==> src/rtl/keypad_pkg.sv <==
// Shared keypad definitions: key codes and debounce FSM states.
// Reused by the row-scan decoder, entry buffer and seven-segment driver.
package keypad_pkg;

  localparam int unsigned KEY_W = 4;

  localparam logic [KEY_W-1:0] KEY_A     = 4'hA;
  localparam logic [KEY_W-1:0] KEY_B     = 4'hB;
  localparam logic [KEY_W-1:0] KEY_C     = 4'hC;
  localparam logic [KEY_W-1:0] KEY_D     = 4'hD;
  localparam logic [KEY_W-1:0] KEY_STAR  = 4'hE;
  localparam logic [KEY_W-1:0] KEY_POUND = 4'hF;

  typedef enum logic [1:0] {
    ST_IDLE,
    ST_DB_PRESS,
    ST_HELD,
    ST_DB_RELEASE
  } db_state_e;

  function automatic logic is_digit(input logic [KEY_W-1:0] code);
    return code <= 4'd9;
  endfunction

endpackage

==> src/rtl/key_debounce.sv <==
// Column synchronizer and press/release debounce FSM.
// Emits one key_event per accepted press and latches the decoder key code.
module key_debounce
  import keypad_pkg::*;
#(
  parameter int unsigned DEBOUNCE_CYCLES = 240000
) (
  input  logic             clk,
  input  logic             rst_n,
  input  logic [KEY_W-1:0] column,
  input  logic [KEY_W-1:0] key,
  output logic             key_event,
  output logic [KEY_W-1:0] key_code
);

  localparam int unsigned CNT_W = $clog2(DEBOUNCE_CYCLES + 1);
  // The state change happens on the edge where the count would reach DEBOUNCE_CYCLES-1.
  localparam int unsigned LAST  = (DEBOUNCE_CYCLES >= 2) ? DEBOUNCE_CYCLES - 2 : 0;

  logic [KEY_W-1:0] col_s1;
  logic [KEY_W-1:0] col_s2;
  logic             raw_pressed;
  logic             at_last;
  db_state_e        state;
  logic [CNT_W-1:0] cnt;

  assign raw_pressed = (col_s2 != 4'hF);
  assign at_last     = (cnt == CNT_W'(LAST));

  // Two-flop synchronizer; reset value reads as "no column pulled low".
  always_ff @(posedge clk or negedge rst_n) begin
    if (!rst_n) begin
      col_s1 <= 4'hF;
      col_s2 <= 4'hF;
    end else begin
      col_s1 <= column;
      col_s2 <= col_s1;
    end
  end

  always_ff @(posedge clk or negedge rst_n) begin
    if (!rst_n) begin
      state     <= ST_IDLE;
      cnt       <= '0;
      key_event <= 1'b0;
      key_code  <= '0;
    end else begin
      key_event <= 1'b0;
      case (state)
        ST_IDLE: begin
          if (raw_pressed) begin
            state <= ST_DB_PRESS;
            cnt   <= '0;
          end
        end
        ST_DB_PRESS: begin
          if (!raw_pressed) begin
            state <= ST_IDLE;
            cnt   <= '0;
          end else if (at_last) begin
            state     <= ST_HELD;
            cnt       <= '0;
            key_event <= 1'b1;
            key_code  <= key;
          end else begin
            cnt <= cnt + CNT_W'(1);
          end
        end
        ST_HELD: begin
          if (!raw_pressed) begin
            state <= ST_DB_RELEASE;
            cnt   <= '0;
          end
        end
        ST_DB_RELEASE: begin
          if (raw_pressed) begin
            state <= ST_HELD;
            cnt   <= '0;
          end else if (at_last) begin
            state <= ST_IDLE;
            cnt   <= '0;
          end else begin
            cnt <= cnt + CNT_W'(1);
          end
        end
        default: begin
          state <= ST_IDLE;
          cnt   <= '0;
        end
      endcase
    end
  end

endmodule

==> src/rtl/keypad_entry.sv <==
// Keypad entry: debounced key events feed a BCD entry buffer with
// backspace, clear and enter/commit handling.
module keypad_entry
  import keypad_pkg::*;
#(
  parameter int unsigned NUM_DIGITS      = 4,
  parameter int unsigned DEBOUNCE_CYCLES = 240000
) (
  input  logic                    clk,
  input  logic                    rst_n,
  input  logic [KEY_W-1:0]        column,
  input  logic [KEY_W-1:0]        key,
  output logic                    key_event,
  output logic [KEY_W-1:0]        key_code,
  output logic [4*NUM_DIGITS-1:0] display_bcd,
  output logic [3:0]              digit_count,
  output logic [4*NUM_DIGITS-1:0] value_out,
  output logic                    value_valid,
  output logic                    overflow
);

  localparam int unsigned BUF_W = 4 * NUM_DIGITS;

  key_debounce #(
    .DEBOUNCE_CYCLES(DEBOUNCE_CYCLES)
  ) u_debounce (
    .clk      (clk),
    .rst_n    (rst_n),
    .column   (column),
    .key      (key),
    .key_event(key_event),
    .key_code (key_code)
  );

  // Buffer acts on the key_event cycle; digit 0 (newest) lives in [3:0].
  always_ff @(posedge clk or negedge rst_n) begin
    if (!rst_n) begin
      display_bcd <= '0;
      digit_count <= '0;
      value_out   <= '0;
      value_valid <= 1'b0;
      overflow    <= 1'b0;
    end else begin
      value_valid <= 1'b0;
      overflow    <= 1'b0;
      if (key_event) begin
        if (is_digit(key_code)) begin
          if (digit_count < 4'(NUM_DIGITS)) begin
            display_bcd <= (display_bcd << 4) | BUF_W'(key_code);
            digit_count <= digit_count + 4'd1;
          end else begin
            overflow <= 1'b1;
          end
        end else begin
          case (key_code)
            KEY_D: begin
              if (digit_count != 4'd0) begin
                display_bcd <= display_bcd >> 4;
                digit_count <= digit_count - 4'd1;
              end
            end
            KEY_STAR: begin
              display_bcd <= '0;
              digit_count <= '0;
            end
            KEY_POUND: begin
              value_out   <= display_bcd;
              value_valid <= 1'b1;
              display_bcd <= '0;
              digit_count <= '0;
            end
            default: ;
          endcase
        end
      end
    end
  end

endmodule

==> config.mk <==
export PLATFORM = sky130hd
export DESIGN_NAME = keypad_entry
export DESIGN_NICKNAME = d
export VERILOG_FILES = /design/src/rtl/keypad_pkg.sv /design/src/rtl/key_debounce.sv /design/src/rtl/keypad_entry.sv
export SDC_FILE = /design/constraint.sdc
export NUM_CORES = 1
export LEC_CHECK = 0
export CORE_ASPECT_RATIO = 1.5
export CORE_UTILIZATION = 53
export CTS_BUF_LIST = sky130_fd_sc_hd__clkbuf_16
export CTS_CLUSTER_SIZE = 16
export DETAILED_ROUTE_END_ITERATION = 12
export PLACE_DENSITY_LB_ADDON = 0.1
export REMOVE_ABC_BUFFERS = 1
export SETUP_SLACK_MARGIN = 0.4
export SLEW_MARGIN = 0
export SYNTH_ARGS = -nofsm -noshare
export SYNTH_HDL_FRONTEND = slang
export SYNTH_SLANG_ARGS = --single-unit
==> constraint.sdc <==
create_clock -name clk -period 3.09 [get_ports clk]
set_input_delay 0.4635 -clock clk [delete_from_list [all_inputs] [get_ports clk]]
set_output_delay 0.4635 -clock clk [all_outputs]
set_load 0.01 [all_outputs]
# Word-level counts from Yosys, hierarchy flattened
# Cells that the tools add are included.
# totals
regBits	71
inputBits	10
wordCells	71
# op_classes
add_sub_neg	3
order_cmp	2
eq_ne	14
mux	30
bitwise	2
n_reduce_logical	9
# op_table
operator	count
2-to-1 mux 18 bit	5
case mux 18 bit (4 select lines)	1
2-to-1 mux 16 bit	3
case mux 16 bit (2 select lines)	1
adder 18 x 1 -> 18 bit (second input constant)	1
== test 18 bit (second input constant)	1
bitwise OR 16 x 4 -> 16 bit	1
== test 4 bit (second input constant)	3
2-to-1 mux 2 bit	6
2-to-1 mux 4 bit	3
2-to-1 mux 1 bit	9
case mux 2 bit (4 select lines)	1
case mux 4 bit (2 select lines)	1
AND reduction 4 bit	2
inequality test 3 bit (second input constant)	2
AND reduction 3 bit	2
adder 4 x 1 -> 4 bit (second input constant)	1
== test 2 bit (second input constant)	2
less-or-equal comparator 4 bit (second input constant)	1
< comparator 4 x 3 -> 1 bit (second input constant)	1
inequality test 2 x 1 -> 1 bit (second input constant)	2
inequality test 4 bit (second input constant)	1
nonzero test 4 bit	1
subtractor 4 x 1 -> 4 bit (second input constant)	1
other kinds (8)	8

# Depth between registers and ports, before layout
# Gate-level depths: netlist of the first run.
# logic_depth
depth_word	4
ltp_mapped	9
mapped_depth_nobuf	7

# Cells and area by module
# A second synthesis of the first run with hierarchy kept.
# hier_totals
cells_unflattened	295
area_unflattened_um2	3450.8
# by_module_without_submodules
module	n_inst	cells_each	area_each_um2	seq_area_each_um2
keypad_entry	1	146	1865.5	950.9
key_debounce	1	149	1585.3	835.8

# Least setup slack after synthesis of the first run
# OpenSTA, ideal clock, no wires.
# synth_timing
path_kind	register to register
from	register u_debounce.cnt[0]
to	register with a tool-made name
setup_ps	125
t_arrival_ps	1629
required_ps	2965
setup_slack_ps	1336
path_stages_with_launch	9
n_path_buf	1
period_less_slack_ps	1754
path_cell_list	dfrtp_1 -> inv_1 -> ha_1 -> and4_1 -> nand3_2 -> o211ai_4 -> buf_6 -> nand2_1 -> mux2_4
# synth_rtl
element	line_no	text
from (decl)	key_debounce.sv:25	logic [CNT_W-1:0] cnt;
from (signal assigned)	key_debounce.sv:66	cnt <= cnt + CNT_W'(1);
from (signal assigned)	key_debounce.sv:83	cnt <= cnt + CNT_W'(1);

# Final worst setup path of the first run
# layout_timing
from	register u_debounce.col_s2[2]
to	register u_debounce.cnt[7]
# layout_via
elab_chain_len	3
elab_cells_between_ends	7
cone_classes	eq/ne: 3; mux: 3; reduce/logical: 1
# layout_lines
element	line_no	text
from (decl)	key_debounce.sv:21	logic [KEY_W-1:0] col_s2;
from (signal assigned)	key_debounce.sv:37	col_s2 <= col_s1;
inequality test 4 bit *	key_debounce.sv:27	assign raw_pressed = (col_s2 != 4'hF);
2-to-1 mux 18 bit, or another cell as far along	key_debounce.sv:76	if (raw_pressed) begin
case mux 18 bit (4 select lines) / AND reduction 2 bit (equally long branches)	n/a	
# Mark *: on every way between the ends. The rest lies on a longest branch, timed or not.
# A chain may end at the register's enable or synchronous reset.

==> results of run 1 <==
-- placed cells by master (no fill, tap or decap), types with 3 or more instances in the layout --
| cell | count |
|---|---|
| sky130_fd_sc_hd__a21o_1 | 4 |
| sky130_fd_sc_hd__inv_1 | 13 |
| sky130_fd_sc_hd__nor3_1 | 3 |
| sky130_fd_sc_hd__nand2_1 | 42 |
| sky130_fd_sc_hd__a21oi_1 | 19 |
| sky130_fd_sc_hd__dfrtp_1 | 63 |
| sky130_fd_sc_hd__nand3_1 | 15 |
| sky130_fd_sc_hd__or3_1 | 8 |
| sky130_fd_sc_hd__a22oi_1 | 8 |
| sky130_fd_sc_hd__and3_1 | 5 |
| sky130_fd_sc_hd__bufinv_16 | 3 |
| sky130_fd_sc_hd__clkbuf_16 | 9 |
| sky130_fd_sc_hd__nand4_1 | 5 |
| sky130_fd_sc_hd__nor3b_1 | 3 |
| sky130_fd_sc_hd__dfstp_2 | 8 |
| sky130_fd_sc_hd__mux2_2 | 7 |
| sky130_fd_sc_hd__nor2_1 | 7 |
| sky130_fd_sc_hd__mux2_1 | 9 |
| sky130_fd_sc_hd__o21ai_0 | 26 |
| sky130_fd_sc_hd__clkdlybuf4s50_1 | 51 |
| sky130_fd_sc_hd__a221oi_1 | 3 |
| sky130_fd_sc_hd__buf_4 | 4 |
| sky130_fd_sc_hd__a31oi_1 | 5 |
| sky130_fd_sc_hd__o21ai_1 | 6 |
| sky130_fd_sc_hd__ha_1 | 4 |
-- per-stage QoR --
step | util | power [mW] | cells
6_report | 0.709 | 2.29 | 440
5_1_grt | 0.709 | 2.38 | 440
4_1_cts | 0.709 | 2.32 | 440
3_5_place_dp | 0.651 | 1.16 | 424
3_3_place_gp | 0.651 | 1.16 | 424
2_1_floorplan | - | 1.09 | 296
-- registers in the layout (all words and copies together), names as in the netlist, named ones only --
register and count:
value_out 16, u_debounce.cnt 18, u_debounce.col_s2 4, u_debounce.col_s1 4, u_debounce.state 1, value_valid 1, u_debounce.key_code 4, u_debounce.key_event 1
display_bcd 16, overflow 1, digit_count 4
-- critical path, cell delays in order (launching register included) --
cell	delay [ns]
sky130_fd_sc_hd__dfstp_2	0.51
sky130_fd_sc_hd__nand4_1	0.16
sky130_fd_sc_hd__xor2_1	0.39
sky130_fd_sc_hd__o211a_1	0.58
sky130_fd_sc_hd__o21ai_0	0.19
sky130_fd_sc_hd__a31oi_1	0.23
-- final cells by class --
class | instances | area share
clock inverter | 7 | 0.0274
clock buffer | 9 | 0.0541
sequential | 71 | 0.429
inverter | 12 | 0.0108
timing repair buffer | 56 | 0.131
tap | 72 | 0.0216
multi-input combinational | 213 | 0.326
-- where the power goes --
part	total, mW	internal [mW]	switching (mW)	leakage, nW
Sequential	0.982	0.956	0.0259	0.937
Combinational	0.160	0.0510	0.109	0.693
Clock	1.15	0.783	0.368	0.164
-- layer usage --
| metal | part of all wire | vias to the layer above | global-route usage | wire (µm) |
|---|---|---|---|---|
| met5 | 0 | - | 0 | 0 |
| met4 | 0.019 | 0 | 0.108 | 135 |
| met3 | 0.044 | 11 | 0.0689 | 305 |
| met2 | 0.53 | 76 | 0.388 | 3710 |
| met1 | 0.40 | 1258 | 0.301 | 2800 |
| li1 | - | 1232 | - | - |
-- path summary, 6_finish.rpt --
kind | cells after the start | slack, ns | startpoint | to
setup / recovery | 5 | 0.94 | u_debounce.col_s2[2] | u_debounce.cnt[7]
max in group asynchronous | 2 | 2.24 | rst_n | u_debounce.col_s1[1]
min in group clk | 0 | 0.35 | u_debounce.col_s1[2] | u_debounce.col_s2[2]
hold reg to reg | 0 | 0.35 | u_debounce.col_s1[2] | u_debounce.col_s2[2]
hold / removal | 1 | 0.06 | rst_n | value_out[7]
setup reg to reg | 5 | 0.94 | u_debounce.col_s2[2] | u_debounce.cnt[7]
-- cells by family after synthesis --
| kind of cell | after synthesis | share of synthesized area |
|---|---|---|
| adder cells (fa/ha/maj) | 5 | 0.0184 |
| flip-flops | 71 | 0.546 |
| AND/OR/NAND/NOR | 105 | 0.172 |
| multiplexers | 17 | 0.0597 |
| AO/OA/AOI/OAI | 84 | 0.158 |
| XOR/XNOR | 2 | 0.00536 |
| buffers and inverters | 28 | 0.0402 |
==> out/qor_table.md, run 1 <==
| Step | Metric | Value |
|---|---|---|
| run status | Status | complete, no violations |
| setup path | Maximum fanout count along the critical path | 19 |
| yosys | Synthesized area | 3270 µm² |
| grt | Global-route congestion overflow total | 0 |
| clock network | Hold bufs inserted after CTS | 0 |
| clock network | CTS tree | yes |
| place | Worst slack at placement | 0.987 ns |
| final layout | Reg area | 1790 µm² |
| worst hold path | Type of the worst min-delay path | primary input to async pin |
| grt | Overall track demand over capacity in global routing | 0.242 |
| drt | Drt total wl | 6940 µm |
| setup path | Setup crit end kind | flip-flop |
| yosys | Leading cell types by count after synthesis | sky130_fd_sc_hd__dfrtp_1, sky130_fd_sc_hd__nand2_1, sky130_fd_sc_hd__o21ai_0, sky130_fd_sc_hd__a21oi_1, sky130_fd_sc_hd__nand3_1 |
| yosys | YS warnings | 0 |
| final layout | # diodes | 0 |
| sta | Endpoints failing hold | 0 |
| sta | Max Clock Skew | 0.00645 ns |
| die | Horizontal die dimension | 66.1 µm |
| setup path | Critical path arrival | 2.39 ns |
| place | Final Wtd Congestion | 0.805 |
| yosys | Largest area contributor in the netlist | sky130_fd_sc_hd__dfrtp_1 |
| clock network | Number of buffers created by CTS | 9 |
| drt | Via count | 2577 |
| sta | Worst slew slack as a fraction of its limit | 0.447 |
| clock network | Post-CTS resize count | 0 |
| yosys | FF+latch count, synth | 71 |
| drt | Initial DRC count | 224 |
| power and ir drop | Leak | 1.79 nW |
| final layout | Area of combinational cells with multiple inputs | 1360 µm² |
| sta | Number of setup violations in the final report | 0 |
| yosys | Async set-or-reset flop fraction in the synthesized netlist | 1.00 |
| clock network | Post CTS Setup Buffer Count | 0 |
| die | Starting Density | 0.557 |
| drt | Routed wire length per instance | 15.8 µm |
| sta | Count of pins over their slew limit | 0 |
| sta | Total negative slack for setup checks | 0 ns |
| final layout | Number of filler instances in the final layout | 460 |
| yosys | Ranking of synthesized cells by area | sky130_fd_sc_hd__dfrtp_1, sky130_fd_sc_hd__dfstp_2, sky130_fd_sc_hd__nand2_1 |
| yosys | Post-synthesis average cell area | 10.5 µm² |
| grt | Via count of the first global-routing pass | 2442 |
| sta | Worst Max-Slew Pin Slew | 0.830 ns |
| clock network | Clock transition at the register clock pins on the worst setup and hold paths after CTS | 0.06 ns |
| yosys | Yosys top cell area share | 0.482 |
| yosys | Most repeated cell in the gate-level netlist after synthesis | sky130_fd_sc_hd__dfrtp_1 |
| power and ir drop | Max IR drop VDD | 0.000431 V |
| grt | First-pass GRT wire length | 11800 µm |
| drt | DRC violations left | 0 |
| grt | Largest net degree at the start of global routing | 41 |
| sta | Setup slack after layout | 0.935 ns |
| clock network | Maximum clock insertion buffer count | 2 |
| final layout | Signed area change from the synthesized netlist to the final layout | 27.3% |
| flow run | Max-Cap Viols | 0 |
| sta | Minimum clock period after layout | 2.15 ns |
| place | Detailed Place HPWL | 4700 µm |
| final layout | Final net count | 377 |
| power and ir drop | Power Density | 551 nW/µm² |
| clock network | Clock sinks | 71 |
| grt | Antenna violations before repair | 0 |
| drt | Antenna Nets Post-Route | 0 |
| drt | First-pass detailed-route iteration total | 4 |
| die | # rows | 34 |
| sta | Final worst hold slack | 0.0586 ns |
| clock network | Number of levels the H-tree was split into | 3 |
| place | Instance area after placement | 3820 µm² |
| final layout | Fraction of layout cells with a size suffix above 1 | 0.120 |
| setup path | Worst EP required | 3.32 ns |
| yosys | Sequential fraction of the synthesis area | 0.546 |
| die | Area of the placeable core | 5870 µm² |
| clock network | Cell chosen for the clock root | sky130_fd_sc_hd__clkbuf_16 |
| yosys | Primary flip-flop cell chosen by synthesis mapping | sky130_fd_sc_hd__dfrtp_1 |
| sta | Fmax | 464 MHz |
| clock network | Clock latency on the worst-skew pair | 0.33 ns |
| yosys | Number of library cell types mapped by synthesis | 52 |
| die | Count of pins on the block boundary | 53 |
| die | Die Ht | 98.2 µm |
| place | Number of buffers inserted by port buffering | 52 |
| die | DIE AREA | 6500 µm² |
| sta | Portion of the clock cycle consumed by the worst path in the final layout | 0.697 |
| yosys | Post-Synthesis Cells | 312 |
| setup path | WS Path Type | flip-flop to flip-flop |
| yosys | Count of flip-flops with a built-in enable after synthesis | 0 |
| sta | Setup repair after global routing missed its margin | false |
| setup path | Kind of launch point of the worst setup path | flip-flop |
| final layout | Final Instance Area | 4160 µm² |
| drt | Via/cell ratio | 5.86 |
(Power assumes the default switching activity.)
==> run 2: changes to the inputs <==
clock period = 2.24 ns   (was 3.09 ns; I/O delays follow)
==> run 2 against run 1 <==
- power increased by 32%
- worst hold slack improved by 0.30 ns
- critical path type unchanged
- critical endpoint is now u_debounce.cnt[17]
- highest routed layer unchanged
- sequential share of layout area decreased by 1.9 points
- cell area increased by 4.9%
- via count increased by 5.5%
==> out/qor_table.md, run 2 (same netlist as run 1, synthesis figures left out) <==
| Step | Metric | Value |
|---|---|---|
| sta | Count of pins over their slew limit | 0 |
| drt | Via/cell ratio | 5.92 |
| final layout | Register name with the most flops | u_debounce.cnt |
| worst hold path | Type of the worst min-delay path | flip-flop to flip-flop |
| final layout | Fraction of layout cells with a size suffix above 1 | 0.207 |
| die | Count of pins on the block boundary | 53 |
| grt | First-pass GRT wire length | 12000 µm |
| final layout | Number of filler instances in the final layout | 415 |
| final layout | Number of standard cells in the layout, taps in and fillers out | 459 |
| drt | Antenna Nets Post-Route | 0 |
| clock network | Clock sinks | 71 |
| sta | Worst slew slack as a fraction of its limit | 0.709 |
| sta | Max Clock Skew | 0.00613 ns |
| sta | Fmax | 527 MHz |
| flow run | Max-Cap Viols | 0 |
| drt | DRC violations left | 0 |
| final layout | Number of flip-flops under the largest register name | 18 |
| setup path | Worst EP required | 2.50 ns |
| sta | Worst Max-Slew Pin Slew | 0.437 ns |
| final layout | Final Instance Area | 4370 µm² |
| clock network | Clock latency on the worst-skew pair | 0.33 ns |
| setup path | Setup crit end kind | flip-flop |
| die | Die Ht | 98.2 µm |
| final layout | Most common cell after layout, fill and taps aside | sky130_fd_sc_hd__dfrtp_1 |
| die | Horizontal die dimension | 66.1 µm |
| drt | Initial DRC count | 147 |
| grt | Global-route congestion overflow total | 0 |
| drt | Drt total wl | 7740 µm |
| sta | Number of setup violations in the final report | 0 |
| clock network | CTS tree | yes |
| final layout | Final net count | 396 |
| place | Instance area after placement | 3900 µm² |
| place | Cell Count Post-Placement | 433 |
| run status | Status | complete, no violations |
| final layout | Top library cells by usage in the layout, fill and taps aside | sky130_fd_sc_hd__dfrtp_1, sky130_fd_sc_hd__clkdlybuf4s50_1, sky130_fd_sc_hd__nand2_1 |
| clock network | Number of levels the H-tree was split into | 3 |
| sta | Minimum clock period after layout | 1.90 ns |
| sta | Endpoints failing hold | 0 |
| final layout | Signed area change from the synthesized netlist to the final layout | 33.5% |
| grt | Antenna violations before repair | 0 |
| final layout | Registers with the most flip-flops | u_debounce.cnt x18, display_bcd x16, value_out x16 |
| setup path | Critical path arrival | 2.16 ns |
| power and ir drop | Total Power | 3.02 mW |
| grt | Largest net degree at the start of global routing | 41 |
| power and ir drop | Leak | 1.88 nW |
| die | Starting Density | 0.557 |
| sta | Portion of the clock cycle consumed by the worst path in the final layout | 0.848 |
| place | Detailed Place HPWL | 4920 µm |
| grt | Via count of the first global-routing pass | 2555 |
| clock network | Cell chosen for the clock root | sky130_fd_sc_hd__clkbuf_16 |
| sta | Setup repair after global routing missed its margin | true |
| drt | Via count | 2719 |
| power and ir drop | Power Density | 693 nW/µm² |
| setup path | WS Path Type | flip-flop to flip-flop |
| setup path | Maximum fanout count along the critical path | 5 |
| drt | Routed wire length per instance | 16.9 µm |
| die | # rows | 34 |
| grt | Overall track demand over capacity in global routing | 0.243 |
| die | Area of the placeable core | 5870 µm² |
| place | Final Wtd Congestion | 0.836 |
| clock network | Maximum clock insertion buffer count | 2 |
| die | DIE AREA | 6500 µm² |
| place | Number of buffers inserted by port buffering | 52 |
| clock network | Number of buffers created by CTS | 9 |
| setup path | Kind of launch point of the worst setup path | flip-flop |
| drt | First-pass detailed-route iteration total | 4 |
| power and ir drop | Max IR drop VDD | 0.000670 V |
| clock network | Clock transition at the register clock pins on the worst setup and hold paths after CTS | 0.05 ns |
| final layout | # diodes | 0 |
[run 2: final cells by class]
cell class                 count  area, µm²  area share
multi-input combinational    214       1460       0.334
sequential                    71       1790       0.410
inverter                      12       45.0      0.0103
timing repair buffer          74        708       0.162
clock inverter                 7       47.5      0.0109
clock buffer                   9        225      0.0516
tap                           72       90.1      0.0206
[run 2: metal layers]
layer	track usage	wire (µm)	vias to the layer above
met2	0.403	4240	79
met3	0.0631	266	17
met1	0.292	3060	1354
met4	0.105	166	0
met5	0	0	-
li1	-	-	1269
[run 2: power by group]
| group | leakage, nW | internal (mW) | switching, mW |
|---|---|---|---|
| Combinational | 0.823 | 0.163 | 0.212 |
| Clock | 0.122 | 0.745 | 0.535 |
| Sequential | 0.934 | 1.32 | 0.0511 |
| Total | 1.88 | 2.23 | 0.798 |
[run 2: worst paths after layout]
kind | start | end | slack (ns) | cells past startpoint
max | u_debounce.col_s2[0] | u_debounce.cnt[17] | 0.34 | 6
min | u_debounce.col_s1[0] | u_debounce.col_s2[0] | 0.35 | 0
max reg2reg | u_debounce.col_s2[0] | u_debounce.cnt[17] | 0.34 | 6
min reg2reg | u_debounce.col_s1[0] | u_debounce.col_s2[0] | 0.35 | 0
max in group asynchronous | rst_n | u_debounce.col_s2[3] | 1.19 | 3
min in group asynchronous | rst_n | digit_count[2] | 0.45 | 2
[run 2: critical path, stage by stage, from the launching register on]
cell and delay (ns):
sky130_fd_sc_hd__dfstp_2 0.52, sky130_fd_sc_hd__nand4_1 0.20, sky130_fd_sc_hd__xor2_2 0.26, sky130_fd_sc_hd__buf_6 0.15, sky130_fd_sc_hd__o211ai_4 0.11, sky130_fd_sc_hd__or4_1 0.49, sky130_fd_sc_hd__nand3_1 0.09
[run 2: per-stage QoR]
stage / hold slack (ns) / TNS [ns] / util / worst slack [ns]
after global placement: 0.262 / 0 / 0.665 / 0.334
after CTS: 0.356 / 0 / 0.716 / 0.364
after global routing: 0.357 / 0 / 0.744 / 0.278
final: 0.355 / 0 / 0.744 / 0.341
after detailed placement: 0.274 / 0 / 0.665 / 0.313
after floorplan: 0.0404 / -9.85 / - / -0.542
[run 2: repair_timing]
item | CTS | global route
setup endpoints to repair | 26 | 36
setup buffers | 2 | 5
gates cloned | 0 | 2
hold buffers | 1 | 0
gates resized for setup | 2 | 26
endpoints found under the hold margin | 13 | 0
pin swaps | 1 | 10
==> run 3: changes to the inputs <==
CORE_UTILIZATION = 48   (was 53)
clock period = 1.6 ns   (was 2.24 ns; I/O delays follow)
==> run 3 against run 2 <==
- the flow now finishes with violations (setup timing)
- worst setup slack worse by 0.68 ns
- global-route usage is 9.9 points higher
- die area is 10% higher
- power is 47% higher
==> out/qor_table.md, run 3 (same netlist as run 1, synthesis figures left out) <==
| Step | Metric | Value |
|---|---|---|
| run status | Status | complete, but fails checks |
| run status | Violations in the final reports | setup timing |
| sta | Portion of the clock cycle consumed by the worst path in the final layout | 1.21 |
| die | Count of pins on the block boundary | 53 |
| final layout | Signed area change from the synthesized netlist to the final layout | 73.5% |
| sta | Setup slack after layout | -0.341 ns |
| drt | Initial DRC count | 265 |
| power and ir drop | Combinational Power Share | 0.123 |
| power and ir drop | Switch Pwr | 1.16 mW |
| sta | Number of setup violations in the final report | 60 |
| sta | Count of pins over their slew limit | 0 |
| power and ir drop | Share of power burned in registers | 0.426 |
| clock network | Number of buffers created by CTS | 9 |
| place | Detailed Place HPWL | 5300 µm |
| clock network | Cell chosen for the clock root | sky130_fd_sc_hd__clkbuf_16 |
| die | Die Ht | 103 µm |
| power and ir drop | Clk pwr share | 0.450 |
| setup path | Cells along the critical path | nand4_1 -> xor2_1 -> buf_4 -> o211ai_4 -> buf_12 -> or3_1 -> o21ai_1 |
| die | Horizontal die dimension | 69.4 µm |
| final layout | Reg area | 1790 µm² |
| drt | Routed wire length per instance | 24.2 µm |
| setup path | Dominant delay contributor by cell family on the critical path | flip-flops |
| worst hold path | Type of the worst min-delay path | primary input to flip-flop |
| drt | Antenna Nets Post-Route | 0 |
| final layout | Fraction of layout cells with a size suffix above 1 | 0.575 |
| sta | Setup repair after global routing missed its margin | true |
| flow run | Max-Cap Viols | 0 |
| setup path | Maximum cell stage delay along the critical path | 0.52 ns |
| final layout | Final net count | 491 |
| setup path | Critical-path top delay cell | sky130_fd_sc_hd__dfstp_2 |
| clock network | Clock sinks | 71 |
| clock network | Maximum clock insertion buffer count | 2 |
| setup path | WS Path Type | flip-flop to flip-flop |
| power and ir drop | Leak | 2.72 nW |
| setup path | Worst EP required | 1.86 ns |
| final layout | Number of filler instances in the final layout | 291 |
| place | Final Wtd Congestion | 0.929 |
| setup path | Critical path arrival | 2.20 ns |
| final layout | Number of flip-flops under the largest register name | 18 |
| setup path | Kind of launch point of the worst setup path | flip-flop |
| grt | First-pass GRT wire length | 18100 µm |
| setup path | Setup crit end kind | flip-flop |
| clock network | Clock transition at the register clock pins on the worst setup and hold paths after CTS | 0.06 ns |
| drt | Via count | 3464 |
| sta | Minimum clock period after layout | 1.94 ns |
| drt | Via/cell ratio | 6.21 |
| grt | Via count of the first global-routing pass | 3366 |
| power and ir drop | Power Density | 785 nW/µm² |
| grt | Global-route congestion overflow total | 0 |
| grt | Overall track demand over capacity in global routing | 0.342 |
| clock network | Clock latency on the worst-skew pair | 0.35 ns |
| final layout | Most common cell after layout, fill and taps aside | sky130_fd_sc_hd__buf_4 |
| drt | Drt total wl | 13500 µm |
| final layout | Registers with the most flip-flops | u_debounce.cnt x18, display_bcd x16, value_out x16 |
| sta | Endpoints failing hold | 0 |
| final layout | Register name with the most flops | u_debounce.cnt |
| place | Number of buffers inserted by port buffering | 52 |
| sta | Worst Max-Slew Pin Slew | 0.382 ns |
| power and ir drop | Switching part of the total | 0.262 |
| drt | First-pass detailed-route iteration total | 4 |
| final layout | Top library cells by usage in the layout, fill and taps aside | sky130_fd_sc_hd__buf_4, sky130_fd_sc_hd__dfrtp_1, sky130_fd_sc_hd__buf_6 |
| die | Area of the placeable core | 6530 µm² |
| grt | Antenna violations before repair | 0 |
| clock network | CTS tree | yes |
| sta | Fmax | 515 MHz |
| setup path | Maximum fanout count along the critical path | 7 |
| sta | Final worst hold slack | 0.300 ns |
| sta | Worst slew slack as a fraction of its limit | 0.745 |
| power and ir drop | Max IR drop VDD | 0.000832 V |
| die | DIE AREA | 7150 µm² |
| power and ir drop | Pint | 3.29 mW |
| setup path | Worst Path Buf+Inv | 2 |
| grt | Largest net degree at the start of global routing | 63 |
| die | Starting Density | 0.501 |
| clock network | Number of levels the H-tree was split into | 3 |
| drt | DRC violations left | 0 |
| final layout | Final Instance Area | 5680 µm² |
| place | Instance area after placement | 4290 µm² |
| die | # rows | 36 |
| place | Worst slack at placement | -0.174 ns |
| final layout | Area of combinational cells with multiple inputs | 1790 µm² |
| sta | Max Clock Skew | 0.00834 ns |
| final layout | # diodes | 0 |
-- run 3: cell types whose count changed in the layout (fill, tap and decap cells not counted), moves of 7 or more --
cell                              before  now
sky130_fd_sc_hd__mux2_1                9    0
sky130_fd_sc_hd__buf_12                1   14
sky130_fd_sc_hd__nand2_4               0    9
sky130_fd_sc_hd__buf_4                15   66
sky130_fd_sc_hd__nand2_1              42   25
sky130_fd_sc_hd__mux2_4                1   17
sky130_fd_sc_hd__o21ai_0              24    4
sky130_fd_sc_hd__clkbuf_2              0   20
sky130_fd_sc_hd__buf_2                 2   15
sky130_fd_sc_hd__buf_6                 4   36
sky130_fd_sc_hd__nand2_2               0    8
sky130_fd_sc_hd__mux2_2                7    0
sky130_fd_sc_hd__o21ai_2               2   17
sky130_fd_sc_hd__clkdlybuf4s50_1      51    8
-- run 3: per-layer routing --
metal  part of all wire  up-vias  wire length, µm  track usage
met4              0.064        0              869        0.198
li1                   -     1460                -            -
met1               0.35     1738             4680        0.377
met2               0.53      195             7160        0.622
met3              0.057       71              775       0.0577
met5                  0        -                0            0
-- run 3: repair_timing --
| item | in CTS | in global routing |
|---|---|---|
| hold buffers | 1 | 0 |
| pin swaps | 35 | 12 |
| endpoints found under the hold margin | 9 | 0 |
| gates cloned | 6 | 0 |
| setup buffers | 43 | 14 |
| endpoints found under the setup margin | 104 | 94 |
| gates resized for setup | 263 | 61 |
-- run 3: stage by stage --
stage           util  power [mW]  setup TNS (ns)  std cells
2_1_floorplan      -        2.11          -27.94        296
3_3_place_gp   0.657        2.36           -1.65        478
3_5_place_dp   0.657        2.37           -2.75        478
4_1_cts        0.841        4.34           -2.27        544
5_1_grt        0.869        4.58          -11.25        558
6_report       0.869        4.45           -9.59        558
-- run 3: path summary, 6_finish.rpt --
path,start,end,slack [ns],depth (start not counted)
setup / recovery,u_debounce.col_s2[2],u_debounce.cnt[8],-0.34,7
min in group asynchronous,rst_n,digit_count[1],0.33,2
hold / removal,column[0],u_debounce.col_s1[0],0.30,1
max in group asynchronous,rst_n,u_debounce.col_s2[1],0.60,3
setup reg to reg,u_debounce.col_s2[2],u_debounce.cnt[8],-0.34,7
hold reg to reg,u_debounce.col_s1[2],u_debounce.col_s2[2],0.36,0
-- run 3: final cells by class --
cell class / instances / share of cell area
Inverter: 12 / 0.00794
Clock inverter: 7 / 0.0115
Timing Repair Buffer: 170 / 0.293
Sequential cell: 71 / 0.315
Multi-Input combinational cell: 213 / 0.316
Clock buffer: 9 / 0.0397
Tap cell: 76 / 0.0168
-- run 3: worst reg2reg max path: stages, from the launching register on --
cell and delay (ns):
sky130_fd_sc_hd__dfstp_2 0.52, sky130_fd_sc_hd__nand4_1 0.17, sky130_fd_sc_hd__xor2_1 0.22, sky130_fd_sc_hd__buf_4 0.18
sky130_fd_sc_hd__o211ai_4 0.13, sky130_fd_sc_hd__buf_12 0.18, sky130_fd_sc_hd__or3_1 0.34, sky130_fd_sc_hd__o21ai_1 0.11
-- run 3: power groups by stage --
stage / logic (mW) / registers, mW / clock network (mW)
after detailed placement: 0.448 / 1.92 / 0
after global routing: 0.595 / 1.90 / 2.08
after global placement: 0.442 / 1.92 / 0
after CTS: 0.482 / 1.89 / 1.97
final: 0.549 / 1.90 / 2.01
after floorplan: 0.188 / 1.92 / 0
==> RTL edit: new RTL, settings of run 3 <==
`NUM_DIGITS`: 4 -> 8.
--- a/src/rtl/keypad_entry.sv
+++ b/src/rtl/keypad_entry.sv
@@ -5,3 +5,3 @@
 #(
-  parameter int unsigned NUM_DIGITS      = 4,
+  parameter int unsigned NUM_DIGITS      = 8,
   parameter int unsigned DEBOUNCE_CYCLES = 240000
Interface: changed (resized display_bcd and value_out); port bits go from 53 to 85. The function was not compared with the original's and may differ.
==> RTL edit against run 3 <==
The run still ends with negative setup slack left. Via count up 41%. Clock power rose by 13%. Final area rose by 39%. Setup slack lost 130 ps. Routed wire length rose by 49%. Power is 29% higher. Non-clock buffer count is 75 higher. Core utilization increased by 1.3 points. Synthesized cell count is 32% higher. Synthesized area increased by 37%. Sequential cell count is 32 higher.
==> RTL edit: results <==
[logic_synthesis]
netlist_instances = 412
synthMuxAreaShare = 0.100
synthXorXnorAreaFrac = 0.00390
synth_fa_ha_area_frac = 0.0111
synth_compound_area_frac = 0.157
yosys-top-cells-count = "95 x dfrtp_1, 59 x nand2_1, 46 x o21ai_0, 36 x mux2_2, 26 x a22oi_1"
yosys-top-cells-area = "dfrtp_1 53%, mux2_2 9.0%, o21ai_0 5.1%, nand2_1 4.9%, dfstp_2 4.7%"
yosysSeqAreaShare = 0.576

[layout]
fillCellCount = 349
top_regs = "display_bcd x32, value_out x32, u_debounce.cnt x18"

[global_routing]
antenna_found_initial = 0
track_usage = 0.371
grt_pass1_vias = 4781
grt_first_pass_wirelength_mm = 26.1

[timing]
setup_viol = 86
finClkSkew_ps = 16.0
timing.final.ws_setup_ps = -467
tightest_slew_ps = 663

[routing]
vias = 4882
wl_per_cell_um = 26.5
wl_mm = 20.1

[worst_setup_path]
ff2ff_path_depth = 6
cp_top_family = "simple AND/OR/NAND/NOR gates"
crit_cells = 6

[outcome]
violations = "negative setup slack"
status = "finished with violations"

[placement]
place_inst = 631
postPlaceCellArea_um2 = 5850
globalplace.congestion = 0.865
hpwl_mm = 7.71
portBuffers = 84

[clock_tree]
clock_latency_ps = 370
## RTL edit: layout make-up
type / count / area share
repair buffers: 245 / 0.298
flip-flops and latches: 103 / 0.331
well taps: 110 / 0.0175
inverters: 13 / 0.00619
multi-input cells: 271 / 0.310
clock buffers: 9 / 0.0286
clock inverters: 7 / 0.00905
## RTL edit: final timing paths
path | start | end | slack [ps]
setup / recovery | u_debounce.col_s2[2] | u_debounce.cnt[9] | -470
hold / removal | column[3] | u_debounce.col_s1[3] | 290
setup reg to reg | u_debounce.col_s2[2] | u_debounce.cnt[9] | -470
hold reg to reg | u_debounce.col_s1[3] | u_debounce.col_s2[3] | 360
max in group asynchronous | rst_n | display_bcd[16] | 660
min in group asynchronous | rst_n | value_out[15] | 330
## RTL edit: per-stage QoR
step	util	setup TNS (ps)	power [mW]	setup slack, ps
6_report	0.882	-18040	5.76	-467
5_1_grt	0.882	-22710	5.90	-552
4_1_cts	0.841	-7050	5.60	-333
3_5_place_dp	0.654	-8500	3.29	-359
3_3_place_gp	0.654	-6410	3.27	-268
2_1_floorplan	-	-69590	3.01	-1030
## RTL edit: repair_timing
action                                  CTS  global route
cloned                                   14             0
hold endpoints to repair                 13             0
gates resized for setup                 446           121
buffers inserted                         73            23
pin swaps                                44            29
endpoints found under the setup margin  169           138
hold buffers                              1             0
## RTL edit: cells by family after synthesis
| logic type | after synthesis |
|---|---|
| fa+ha+maj | 4 |
| compound gates | 115 |
| xor+xnor | 2 |
| flops | 103 |
| buf+inv | 38 |
| simple gates | 110 |
| mux | 40 |
## RTL edit: power by group
group / total, mW / internal, mW / switching (mW) / leakage (nW)
clock network: 2.27 / 1.22 / 1.06 / 0.141
logic: 0.765 / 0.324 / 0.441 / 2.18
registers: 2.72 / 2.66 / 0.0619 / 1.37
## RTL edit: routing by layer
| metal | track usage | wire (µm) | up-vias |
|---|---|---|---|
| met1 | 0.393 | 6850 | 2445 |
| met3 | 0.0906 | 1370 | 131 |
| li1 | - | - | 1948 |
| met5 | 0 | 0 | - |
| met2 | 0.622 | 10400 | 358 |
| met4 | 0.272 | 1480 | 0 |
